File: src/rtl/booth_mul_sched.sv
// Scheduler that shares one Booth multiplier datapath between two requesters and adds its carry/sum vectors.
// Define BOOTH_SCHED_FIXED_PRIO_EN to make requester 0 win every tie; round-robin otherwise.
module booth_mul_sched #(
  parameter int W         = 12,
  parameter int DP_STAGES = 0
) (
  input  logic             i_clk,
  input  logic             i_rst,
  input  logic             i_req0_valid,
  output logic             o_req0_ready,
  input  logic [W-1:0]     i_req0_a,
  input  logic [W-1:0]     i_req0_b,
  input  logic             i_req1_valid,
  output logic             o_req1_ready,
  input  logic [W-1:0]     i_req1_a,
  input  logic [W-1:0]     i_req1_b,
  output logic [W-1:0]     o_dp_mcand,
  output logic [W-1:0]     o_dp_mplier,
  input  logic [2*W-1:0]   i_dp_C,
  input  logic [2*W-1:0]   i_dp_S,
  output logic             o_rsp_valid,
  input  logic             i_rsp_ready,
  output logic             o_rsp_id,
  output logic [2*W-1:0]   o_rsp_p,
  output logic             o_busy
);

  typedef enum logic [1:0] {IDLE, EVAL, ADD, RESP} state_t;

  state_t           r_state;
  logic [2:0]       r_cnt;
  logic             r_id;
  logic [2*W-1:0]   r_c;
  logic [2*W-1:0]   r_s;
  logic [W-1:0]     r_mcand;
  logic [W-1:0]     r_mplier;
  logic [2*W-1:0]   r_rsp_p;
  logic             r_rsp_id;
  logic             r_rsp_valid;

  logic             w_idle;
  logic             w_grant0;
  logic             w_grant1;

  assign w_idle = (r_state == IDLE);

`ifdef BOOTH_SCHED_FIXED_PRIO_EN
  assign w_grant1 = w_idle & i_req1_valid & ~i_req0_valid;
`else
  logic r_last;
  // On a tie, serve whichever requester was not served last.
  assign w_grant1 = w_idle & i_req1_valid & (~i_req0_valid | ~r_last);
`endif
  assign w_grant0 = w_idle & i_req0_valid & ~w_grant1;

  assign o_req0_ready = w_grant0;
  assign o_req1_ready = w_grant1;
  assign o_dp_mcand   = r_mcand;
  assign o_dp_mplier  = r_mplier;
  assign o_rsp_valid  = r_rsp_valid;
  assign o_rsp_id     = r_rsp_id;
  assign o_rsp_p      = r_rsp_p;
  assign o_busy       = ~w_idle;

  always_ff @(posedge i_clk) begin
    if (i_rst) begin
      r_state     <= IDLE;
      r_cnt       <= 3'd0;
      r_id        <= 1'b0;
      r_c         <= '0;
      r_s         <= '0;
      r_mcand     <= '0;
      r_mplier    <= '0;
      r_rsp_p     <= '0;
      r_rsp_id    <= 1'b0;
      r_rsp_valid <= 1'b0;
`ifndef BOOTH_SCHED_FIXED_PRIO_EN
      r_last      <= 1'b1;
`endif
    end else begin
      case (r_state)
        IDLE: begin
          if (w_grant0 | w_grant1) begin
            r_mcand  <= w_grant1 ? i_req1_a : i_req0_a;
            r_mplier <= w_grant1 ? i_req1_b : i_req0_b;
            r_id     <= w_grant1;
            r_cnt    <= 3'd0;
            r_state  <= EVAL;
`ifndef BOOTH_SCHED_FIXED_PRIO_EN
            r_last   <= w_grant1;
`endif
          end
        end
        EVAL: begin
          // Operands stay put while the datapath pipeline fills.
          if (r_cnt == 3'(DP_STAGES)) begin
            r_c     <= i_dp_C;
            r_s     <= i_dp_S;
            r_state <= ADD;
          end else begin
            r_cnt <= r_cnt + 3'd1;
          end
        end
        ADD: begin
          r_rsp_p     <= r_c + r_s;
          r_rsp_id    <= r_id;
          r_rsp_valid <= 1'b1;
          r_state     <= RESP;
        end
        RESP: begin
          if (i_rsp_ready) begin
            r_rsp_valid <= 1'b0;
            r_state     <= IDLE;
          end
        end
        default: r_state <= IDLE;
      endcase
    end
  end

endmodule

File: config.mk
export PLATFORM = sky130hd
export DESIGN_NAME = booth_mul_sched
export DESIGN_NICKNAME = d
export VERILOG_FILES = /design/src/rtl/booth_mul_sched.sv
export SDC_FILE = /design/constraint.sdc
export NUM_CORES = 1
export LEC_CHECK = 0
export CORE_MARGIN = 4
export CORE_UTILIZATION = 30
export CTS_BUF_LIST = sky130_fd_sc_hd__clkbuf_2 sky130_fd_sc_hd__clkbuf_4 sky130_fd_sc_hd__clkbuf_8
export CTS_CLUSTER_SIZE = 40
export DETAILED_ROUTE_END_ITERATION = 8
export HOLD_SLACK_MARGIN = 0.1
export SETUP_SLACK_MARGIN = 0.5
export SLEW_MARGIN = 20
export SYNTH_ARGS = -nofsm -noshare
export SYNTH_HDL_FRONTEND = slang
export SYNTH_SLANG_ARGS = --single-unit
File: constraint.sdc
create_clock -name i_clk -period 2.49 [get_ports i_clk]
set_input_delay 0.249 -clock i_clk [delete_from_list [all_inputs] [get_ports i_clk]]
set_output_delay 0.249 -clock i_clk [all_outputs]
set_load 0.03 [all_outputs]
==> impl_results.md <==
* CTS Sinks at 105
* Max frequency at 0.459 GHz
* Hold-fix buffers, CTS at 0
* Synth warnings at 0
* Synth Area in Compound Gates at 20.1%
* CP startpoint kind: register
* Layout cells sized above 1 at 13.9%
* CP Class: reg -> reg
* Synth unique cells at 59
* Root buf cell: clkbuf_8
* Worst Setup SP: r_s[0]
* Vias at 5028
* CP arrival at 2450 ps
* Die Area at 19900 µm²
* Max FO, Critical Path at 5
* Fill cells at 1746
* Critical path capture point type: register
* Post-Syn Area at 5310 µm²
* Setup violators final at 0
* Number of global-route vias before repair at 4958
* Syn Area/Cell at 8.00 µm²
* Total power at 7020 µW
* Via density at 4.84
* RSZ-0062 raised after global routing: true
* Ys async rst share at 0%
* Max-Cap Viols at 0
* Slew @ Worst Pin at 616 ps
* GRT Overall Usage at 15.1%
* Largest net degree at the start of global routing at 56
* Post-Synth Adder-Cell Area at 7.45%
* Mux cell area share after synthesis at 2.45%
* CTS buffer count at 9
* GP Congestion at 0.828
* PwrDens at 918 nW/µm²
* Hold path startpoint: i_rst
* Clk pwr share at 15.5%
* Final worst path period need at 2180 ps
* Starting Density at 30.7%
* Die W at 141 µm
* CTS tree: done
* CP max stage delay at 360 ps
* Status: finished clean
* Yosys reg bits at 105
* CP most frequent cell: o21ai_1
* Worst EP required at 2760 ps
* Setup ws final at 310 ps
* Sw Pwr at 2930 µW
* Max clock buf depth at 2
* Gate Count Post-Synth at 663
* Post-synthesis simple-gate area fraction at 22.9%
* Area delta synth->final at 44.1%
* Int Pwr at 4080 µW
* Sw Ratio at 41.8%
* Dpl hpwl at 11100 µm
* N_diodes at 0
* Final instance area at 7640 µm²
* First DRT Iteration DRCs at 198
* Htree depth at 3
* Worst hold path type: in -> reg
* Logic pwr share at 49.8%
* Slowest cell on crit path: fa_2
* Max-slew violation count at 0
* Wire length per cell at 14.8 µm
* Relative slew slack at 59.0%
* Port buffer count at 153
* Sequential area share after synthesis at 39.6%
* Clk_skew at 15.7 ps
* Final nets at 943
* Overflow after GRT at 0
* Row cnt at 48
* DIE HEIGHT at 141 µm
* Setup_tns at 0 ps
* Largest family of logic cells by synthesized area: simple AND/OR/NAND/NOR gates
* Worst path cell trace: ha_4 > fa_2 > a21o_1 > a221oi_4 > o21ai_4 > a31oi_1 > o21ai_1 > xnor2_1 > o21ai_1
* Pre-antenna DRT Iters at 5
* Sequential share of power at 34.7%
* # IOs at 154
* # DRC at 0
* Syn Nets at 795
* Initial antenna violation count at 1
* First-pass GRT wire length at 24300 µm
* Final WL at 15400 µm
* Reg-to-Reg Start: r_s[0]
* Antenna Nets Post-Route at 0
* Hold Fails Final Rpt at 0
* Clk Latency, worst-skew pair at 390 ps
* Main synth FF type: dfxtp_1
* Leak at 0.00287 µW
* Max VDD drop at 0.000689 V
* Fin crit share at 87.6%
* Cell Area, Placed at 7020 µm²
* CORE AREA at 17300 µm²
* Post-synth EDFFs at 0
* Clk slew on worst S/H paths at 110 ps
* XOR/XNOR Fraction of Synth Area at 2.64%
* Place WS at 234 ps
## cell families after synthesis
group / count (synthesis)
and+or+nand+nor: 287
AOI/OAI and AO/OA: 158
DFF: 105
buffers and inverters: 53
adders and majority gates: 31
xor gates and xnor gates: 16
muxes: 13
## worst paths after layout
path	cells past startpoint	slack (ps)	to
hold reg to reg	2	450	o_rsp_p[17]
hold / removal	2	350	o_rsp_p[10]
setup reg to reg	9	310	o_rsp_p[20]
setup / recovery	9	310	o_rsp_p[20]
## synthesized netlist by cell type (all sizes together), types with 9 or more instances
| master | n | share of area, % |
|---|---|---|
| buf | 13 | 1.5 |
| nand2 | 176 | 12 |
| nand2b | 9 | 1.2 |
| dfxtp | 105 | 40 |
| inv | 9 | 0.64 |
| a21oi | 75 | 7.3 |
| a21o | 13 | 2.0 |
| xnor2 | 11 | 1.8 |
| nand3 | 9 | 0.85 |
| o21ai | 14 | 1.4 |
| mux2i | 13 | 2.5 |
| clkbuf | 30 | 2.7 |
| ha | 30 | 7.1 |
| a311oi | 25 | 4.1 |
| nor2 | 62 | 4.4 |
## cell type report
| type | instances | area, µm² | share of cell area, % |
|---|---|---|---|
| multi-input combinational | 505 | 3220 | 42.1 |
| clock inverter | 4 | 53.8 | 0.704 |
| clock buffer | 10 | 138 | 1.80 |
| tap | 225 | 282 | 3.68 |
| inverter | 10 | 37.5 | 0.491 |
| timing repair buffer | 180 | 1790 | 23.4 |
| sequential | 105 | 2120 | 27.8 |
## routing by layer
metal / share of wire, % / global-route usage [%] / up-vias
li1: - / - / 2574
met1: 40 / 16.8 / 2303
met2: 49 / 26.4 / 137
met3: 9.7 / 7.33 / 12
met4: 0.94 / 3.21 / 2
met5: 0.084 / 0 / -
## flip-flops by register name, indices dropped and copies added (netlist names)
register and flops:
o_rsp_id 1, r_last 1, r_id 1, r_cnt 3, r_s 24, o_rsp_valid 1, r_state 2, o_rsp_p 24
o_dp_mcand 12, o_dp_mplier 12, r_c 24
## placed cells by master (no fill, tap or decap), types with 7 or more instances in the layout
cell	synthesis	layout
nand2_1	176	175
clkdlybuf4s50_1	0	149
dfxtp_1	105	91
a21oi_1	72	67
nor2_1	62	57
a311oi_1	25	24
buf_4	3	22
ha_1	30	15
mux2i_1	13	12
dfxtp_2	0	12
a21o_1	11	11
xnor2_1	11	10
ha_4	0	10
clkbuf_8	3	10
nand3_1	9	8
nand2b_1	8	8
o21ai_1	7	8
inv_1	9	7
a21oi_2	3	7
## through the flow
step                      cells  hold slack (ps)  util, %
after CTS                  1028              332     42.7
after floorplan             663              377        -
final                      1039              351     44.2
after global placement     1007              444     40.6
after detailed placement   1007              447     40.6
after global routing       1039              386     44.2
## power by group through the flow
stage	sequential, µW	combinational [µW]	clock, µW
2_1_floorplan	2780	1800	0
3_3_place_gp	2410	3280	0
3_5_place_dp	2430	3270	0
4_1_cts	2410	3350	1130
5_1_grt	2490	3860	1200
6_report	2430	3500	1090
## critical path: cells and delay by family (launching register included)
family,cells,cell delay (ps)
compound gates,6,1020
xor+xnor,1,170
fa+ha+maj,2,520
flops,1,350
## what timing repair did
item / 4_1_cts / 5_1_grt
setup buffers: 7 / 10
resized for setup: 28 / 41
pin swaps: 15 / 17
setup endpoints to repair: 16 / 24
gates cloned: 0 / 1
Note: power is estimated with default switching activity, not from simulation.
